<file path="src/rtl/dla_acl_ecc_stream_decoder.sv">
// Streaming SECDED decoder: two-stage valid/ready pipeline with tag passthrough,
// per-beat error flags, saturating error counters and first-double-error tag capture.

package dla_acl_ecc_pkg;

    function automatic int getParityBitsEccGroup(input int dataBits);
        int p;
        p = 0;
        for (int i = 0; i < 32; i++) begin
            if ((1 << p) < dataBits + p + 1) p = p + 1;
        end
        return p;
    endfunction

    // Overall parity bit plus Hamming parity plus data.
    function automatic int getEncodedBitsEccGroup(input int dataBits);
        return dataBits + getParityBitsEccGroup(dataBits) + 1;
    endfunction

    function automatic int getNumGroups(input int dataWidth, input int groupSize);
        return (dataWidth + groupSize - 1) / groupSize;
    endfunction

    function automatic int getLastGroupSize(input int dataWidth, input int groupSize);
        return ((dataWidth % groupSize) == 0) ? groupSize : (dataWidth % groupSize);
    endfunction

    function automatic int getEncodedBits(input int dataWidth, input int groupSize);
        return (getNumGroups(dataWidth, groupSize) - 1) * getEncodedBitsEccGroup(groupSize)
             + getEncodedBitsEccGroup(getLastGroupSize(dataWidth, groupSize));
    endfunction

    // Codeword position of data bit j: the j-th index >= 3 that is not a power of two.
    function automatic int getDataPosition(input int j);
        int pos;
        int seen;
        pos  = 0;
        seen = 0;
        for (int i = 3; i < 1024; i++) begin
            if (pos == 0 && (i & (i - 1)) != 0) begin
                if (seen == j) pos = i;
                seen = seen + 1;
            end
        end
        return pos;
    endfunction

endpackage

module dla_acl_ecc_stream_decoder
    import dla_acl_ecc_pkg::*;
#(
    parameter int DATA_WIDTH     = 32,
    parameter int ECC_GROUP_SIZE = 32,
    parameter int TAG_WIDTH      = 10,
    parameter int COUNTER_WIDTH  = 16,
    localparam int ENCODED_BITS  = getEncodedBits(DATA_WIDTH, ECC_GROUP_SIZE)
) (
    input  logic                     clock,
    input  logic                     reset,
    input  logic                     i_valid,
    output logic                     o_ready,
    input  logic [ENCODED_BITS-1:0]  i_encoded,
    input  logic [TAG_WIDTH-1:0]     i_tag,
    output logic                     o_valid,
    input  logic                     i_ready,
    output logic [DATA_WIDTH-1:0]    o_data,
    output logic [TAG_WIDTH-1:0]     o_tag,
    output logic                     o_sbe,
    output logic                     o_dbe,
    input  logic                     i_clear,
    output logic [COUNTER_WIDTH-1:0] o_sbe_count,
    output logic [COUNTER_WIDTH-1:0] o_dbe_count,
    output logic                     o_dbe_tag_valid,
    output logic [TAG_WIDTH-1:0]     o_dbe_tag
);

    localparam int NUM_GROUPS = getNumGroups(DATA_WIDTH, ECC_GROUP_SIZE);
    localparam int LAST_GROUP = getLastGroupSize(DATA_WIDTH, ECC_GROUP_SIZE);
    localparam int GROUP_ENC  = getEncodedBitsEccGroup(ECC_GROUP_SIZE);

    logic                     r_s1Valid;
    logic [ENCODED_BITS-1:0]  r_s1Code;
    logic [TAG_WIDTH-1:0]     r_s1Tag;
    logic                     r_s2Valid;
    logic [DATA_WIDTH-1:0]    r_s2Data;
    logic [TAG_WIDTH-1:0]     r_s2Tag;
    logic                     r_s2Sbe;
    logic                     r_s2Dbe;
    logic [COUNTER_WIDTH-1:0] r_sbeCount;
    logic [COUNTER_WIDTH-1:0] r_dbeCount;
    logic                     r_dbeTagValid;
    logic [TAG_WIDTH-1:0]     r_dbeTag;

    logic [DATA_WIDTH-1:0]    w_decData;
    logic [NUM_GROUPS-1:0]    w_grpSbe;
    logic [NUM_GROUPS-1:0]    w_grpDbe;
    logic                     w_beatSbe;
    logic                     w_beatDbe;
    logic                     w_s2Load;
    logic                     w_s1Adv;
    logic                     w_s1Load;
    logic                     w_countSbe;
    logic                     w_countDbe;
    logic                     w_capture;

    for (genvar g = 0; g < NUM_GROUPS; g++) begin : g_group
        localparam int GD   = (g == NUM_GROUPS - 1) ? LAST_GROUP : ECC_GROUP_SIZE;
        localparam int GP   = getParityBitsEccGroup(GD);
        localparam int GE   = GD + GP + 1;
        localparam int EOFF = g * GROUP_ENC;
        localparam int DOFF = g * ECC_GROUP_SIZE;

        logic [GE-1:0] w_code;
        logic [GP-1:0] w_syn;
        logic          w_par;
        logic [GD-1:0] w_dat;

        assign w_code = r_s1Code[EOFF +: GE];

        // The syndrome is the XOR of the indices of all set bits.
        always_comb begin
            w_syn = '0;
            w_par = 1'b0;
            for (int i = 0; i < GE; i++) begin
                w_par = w_par ^ w_code[i];
                if (w_code[i]) w_syn = w_syn ^ GP'(i);
            end
        end

        for (genvar j = 0; j < GD; j++) begin : g_bit
            localparam int POS = getDataPosition(j);
            assign w_dat[j] = w_code[POS] ^ (w_par && (w_syn == GP'(POS)));
        end

        assign w_decData[DOFF +: GD] = w_dat;
        assign w_grpSbe[g]           = w_par;
        assign w_grpDbe[g]           = !w_par && (w_syn != '0);
    end

    assign w_beatSbe = |w_grpSbe;
    assign w_beatDbe = |w_grpDbe;

    assign w_s2Load = !r_s2Valid || i_ready;
    assign w_s1Adv  = r_s1Valid && w_s2Load;
    assign w_s1Load = !r_s1Valid || w_s1Adv;
    assign o_ready  = w_s1Load;

    assign w_countSbe = w_s1Adv && w_beatSbe;
    assign w_countDbe = w_s1Adv && w_beatDbe;
    assign w_capture  = w_countDbe && (i_clear || !r_dbeTagValid);

    always_ff @(posedge clock or posedge reset) begin
        if (reset) begin
            r_s1Valid <= 1'b0;
            r_s1Code  <= '0;
            r_s1Tag   <= '0;
        end else if (w_s1Load) begin
            r_s1Valid <= i_valid;
            if (i_valid) begin
                r_s1Code <= i_encoded;
                r_s1Tag  <= i_tag;
            end
        end
    end

    // Payload registers only move on a load, so they hold steady during a stall.
    always_ff @(posedge clock or posedge reset) begin
        if (reset) begin
            r_s2Valid <= 1'b0;
            r_s2Data  <= '0;
            r_s2Tag   <= '0;
            r_s2Sbe   <= 1'b0;
            r_s2Dbe   <= 1'b0;
        end else if (w_s2Load) begin
            r_s2Valid <= r_s1Valid;
            if (r_s1Valid) begin
                r_s2Data <= w_decData;
                r_s2Tag  <= r_s1Tag;
                r_s2Sbe  <= w_beatSbe;
                r_s2Dbe  <= w_beatDbe;
            end
        end
    end

    always_ff @(posedge clock or posedge reset) begin
        if (reset) begin
            r_sbeCount <= '0;
            r_dbeCount <= '0;
        end else begin
            if (i_clear)
                r_sbeCount <= w_countSbe ? COUNTER_WIDTH'(1) : '0;
            else if (w_countSbe && (r_sbeCount != '1))
                r_sbeCount <= r_sbeCount + COUNTER_WIDTH'(1);

            if (i_clear)
                r_dbeCount <= w_countDbe ? COUNTER_WIDTH'(1) : '0;
            else if (w_countDbe && (r_dbeCount != '1))
                r_dbeCount <= r_dbeCount + COUNTER_WIDTH'(1);
        end
    end

    // A double error moving in alongside a clear becomes the new first capture.
    always_ff @(posedge clock or posedge reset) begin
        if (reset) begin
            r_dbeTagValid <= 1'b0;
            r_dbeTag      <= '0;
        end else if (w_capture) begin
            r_dbeTagValid <= 1'b1;
            r_dbeTag      <= r_s1Tag;
        end else if (i_clear) begin
            r_dbeTagValid <= 1'b0;
            r_dbeTag      <= '0;
        end
    end

    assign o_valid         = r_s2Valid;
    assign o_data          = r_s2Data;
    assign o_tag           = r_s2Tag;
    assign o_sbe           = r_s2Sbe;
    assign o_dbe           = r_s2Dbe;
    assign o_sbe_count     = r_sbeCount;
    assign o_dbe_count     = r_dbeCount;
    assign o_dbe_tag_valid = r_dbeTagValid;
    assign o_dbe_tag       = r_dbeTag;

endmodule

</file>
<file path="config.mk">
export PLATFORM = sky130hd
export DESIGN_NAME = dla_acl_ecc_stream_decoder
export DESIGN_NICKNAME = d
export VERILOG_FILES = /design/src/rtl/dla_acl_ecc_stream_decoder.sv
export SDC_FILE = /design/constraint.sdc
export NUM_CORES = 1
export LEC_CHECK = 0
export ABC_AREA = 0
export BUFFER_PORTS_ARGS = -buffer_cell sky130_fd_sc_hd__buf_4
export CAP_MARGIN = 10
export CORE_ASPECT_RATIO = 1.75
export CORE_UTILIZATION = 45
export DETAILED_ROUTE_END_ITERATION = 10
export PLACE_DENSITY_LB_ADDON = 0.1
export REMOVE_ABC_BUFFERS = 1
export SYNTH_ARGS = -nofsm -noshare
export SYNTH_HDL_FRONTEND = slang
export SYNTH_SLANG_ARGS = --single-unit
</file>
<file path="constraint.sdc">
create_clock -name clock -period 6.2 [get_ports clock]
set_clock_uncertainty 0.1 [all_clocks]
set_input_delay 0 -clock clock [delete_from_list [all_inputs] [get_ports clock]]
set_output_delay 0 -clock clock [all_outputs]
set_load 0.01 [all_outputs]
</file>
==> flow_summary.toml <==
[global_routing]
gr-total-overflow = 0
grt_pass1_vias = 5647
grt_start_max_net_pins = 95
antenna_found_initial = 0
grtUsageTotal_pct = 24.5
grt_pass1_wl_mm = 29.1

[clock_tree]
cts_tree = "done"
clock-root-buffer = "clkbuf_16"
cts_max_level = 4
cts.path.max_buffers = 2
path_clk_slew_ns = 0.07
cts_buffers = 17
cts_resized = 0
clock_latency_ns = 0.42
cts.sinks = 138

[sta]
timing.hold.ws_ns = 0.230
hold_viol = 0
finalCritPeriodShare_pct = 62.7
timing.final.crit_period_ns = 3.89
rsz0062_at_grt = "false"
fmax_mhz = 257
tightest_slew_ns = 0.955
setup_tns_ns = 0
setup_viol = 0
max-slew-margin-rel_pct = 35.7
finalMaxSlewViolations = 0

[die]
num_io_pins = 143
die-area_um2 = 16000
start_util_pct = 46.4
die_w_um = 96.0
rows = 59
placeableCoreArea_um2 = 15000
fp.dieH_um = 167

[finish]
n_fill_cell = 1303
multi_input_area_um2 = 3370
final_cells = 1027
area_delta_synth_final_pct = 33.6
nets = 887
n_antenna_cell = 0
ff_latch_area_um2 = 3450
drive_above_1_share_pct = 28.0
final_util_pct = 62.0

[routing]
wl_per_cell_um = 17.9
drt-initial-drc-count = 145
firstDrtPassIters = 4
drc = 0
routed_wl_mm = 18.4
avgViaCountPerCell = 5.21
routed-via-count = 5352
ant_nets = 0

[power]
p_comb_share_pct = 55.0
clkPwrFrac_pct = 19.9
p_per_area_nw_per_um2 = 536
p_sw_w = 0.00221
seq_power_share_pct = 25.1
p_int_w = 0.00277
p_leak_nw = 4.19
p_sw_share_pct = 44.4
ir_worst_vdd_v = 0.000299

[setup_path]
end_kind = "register"
critPathLaunchType = "register"
reg2reg_slack_ns = 2.31
worstPathArrival_ns = 4.09
critPathMaxFanout = 10
cp.required_ns = 6.40
critPathKind = "register to register"

[synthesis]
synth-seq-area-share_pct = 49.6
synth.avg_cell_area_um2 = 10.9
synthArstFlopShare_pct = 100
ys_top_cells_by_count = "138 x dfrtp_1, 84 x nand2_1, 63 x xnor2_1"
yosysMostFrequentCell = "dfrtp_1"
synth.area.top_cells = "dfrtp_1 50%, mux2_2 7.9%, xnor2_1 7.9%"
netlist.area_leader.share_pct = 49.6
syn_area_um2 = 6960
syn_inst = 637
synth-edff-count = 0
synth_ff_type = "dfrtp_1"
synth_seq_cells = 138
yosysTopAreaCell = "dfrtp_1"
synth_warnings = 0
synth_cell_types = 42

[flow_run]
maxCapViolCount = 0

[worst_hold_path]
hold_class = "primary input to async pin"

[placement]
port_buffers = 142
place_congestion = 0.889
dp_hpwl_mm = 13.0
place_inst = 940

[run_status]
outcome = "completed"
## registers in the layout, summed over array words and instances, names as in the netlist
register and flops:
o_dbe_tag_valid 1, o_data 32, g_group.w_code 39, r_s1Tag 10, o_dbe_tag 10, o_dbe 1
o_sbe_count 16, o_dbe_count 16, r_s1Valid 1, o_tag 10, o_sbe 1, o_valid 1
## worst paths after layout
kind                                             from  cells past startpoint                     to
worst max-delay path            g_group[0].w_code[27]                      9           o_dbe_tag[3]
min in group clock                           i_tag[1]                      3             r_s1Tag[1]
worst min register to register              o_data[4]                      2              o_data[4]
max in group asynchronous                       reset                      4             o_data[29]
worst max register to register  g_group[0].w_code[27]                      9           o_dbe_tag[3]
worst min-delay path                            reset                      3  g_group[0].w_code[18]
## routing by layer
layer / part of all wire (%) / vias up / routed length [um] / global-route usage [%]
met3: 3.2 / 25 / 583 / 5.34
met4: 2.5 / 0 / 469 / 8.70
met2: 58 / 126 / 10700 / 46.3
li1: - / 2563 / - / -
met1: 36 / 2638 / 6630 / 25.4
met5: 0 / - / 0 / 0
## placed cells by master, fill, tap and decap left out, types with 2 or more instances in the layout
| cell | Yosys | routed |
|---|---|---|
| or3_1 | 7 | 7 |
| xnor2_2 | 2 | 2 |
| and4_1 | 3 | 3 |
| or4_1 | 9 | 9 |
| nor3_1 | 5 | 5 |
| a21o_1 | 2 | 2 |
| a21oi_1 | 16 | 16 |
| nor2b_1 | 11 | 11 |
| dlygate4sd3_1 | 0 | 54 |
| nand2_2 | 0 | 2 |
| inv_6 | 0 | 6 |
| xnor2_1 | 63 | 63 |
| a211oi_1 | 4 | 4 |
| inv_1 | 9 | 8 |
| buf_4 | 0 | 145 |
| xor2_1 | 36 | 36 |
| nand4_1 | 13 | 13 |
| mux2i_1 | 3 | 3 |
| clkinvlp_4 | 0 | 2 |
| nand2b_1 | 3 | 3 |
| ha_1 | 2 | 2 |
| clkinv_4 | 0 | 3 |
| nor4_1 | 5 | 5 |
| nand2_1 | 84 | 82 |
| clkinv_2 | 0 | 3 |
| and2_1 | 3 | 3 |
| mux2_2 | 49 | 49 |
| and3_1 | 4 | 4 |
| xnor3_1 | 12 | 12 |
| nand3_1 | 19 | 19 |
| mux2_1 | 10 | 10 |
| clkbuf_16 | 0 | 17 |
| nor2_1 | 42 | 42 |
| o31ai_1 | 10 | 10 |
| o21ai_0 | 37 | 37 |
| dfrtp_1 | 138 | 138 |
## cell families after synthesis
logic type / Yosys count / share of synthesized area, %
AND/OR/NAND/NOR: 213 / 14.6
buffers and inverters: 34 / 1.96
adder cells (fa/ha/maj): 2 / 0.360
XOR/XNOR: 115 / 17.5
flip-flops: 138 / 49.6
AO/OA/AOI/OAI: 73 / 5.97
multiplexers: 62 / 9.98
## final cells by class
cell class | instances | area share [%]
multi-input cells | 465 | 36.3
inverters | 9 | 0.417
clock inverters | 15 | 1.52
clock buffers | 17 | 4.58
repair buffers | 200 | 17.6
well taps | 183 | 2.46
flip-flops and latches | 138 | 37.1
## repair_timing
item,CTS,global route
endpoints found under the setup margin,0,0
setup buffers,0,0
hold endpoints to repair,174,0
hold buffers,54,0
## power by group through the flow
stage	Combinational (W)	Clock [W]	Sequential (W)
after floorplan	0.00185	0	0.00129
after global placement	0.00264	0	0.00126
after detailed placement	0.00269	0	0.00127
after CTS	0.00275	0.00101	0.00126
after global routing	0.00299	0.00105	0.00128
final	0.00274	0.000991	0.00125
## stage by stage
step | total power [W] | area, um2 | worst slack (ns)
floorplan | 0.00314 | 6860 | 2.40
global placement | 0.00390 | 8180 | 2.45
detailed placement | 0.00397 | 8180 | 2.27
CTS | 0.00501 | 9290 | 2.23
global route | 0.00531 | 9300 | 2.09
finish | 0.00498 | 9300 | 2.31
## critical path: stages, from the launching register on
cell	delay (ns)
dfrtp_1	0.44
xnor3_1	0.44
xnor2_2	0.22
xnor3_2	0.54
xnor2_1	0.45
nor4_1	0.13
clkbuf_2	0.20
a211o_1	0.37
a21oi_2	0.49
mux2_1	0.39
Power figures use the tool's default switching activity.
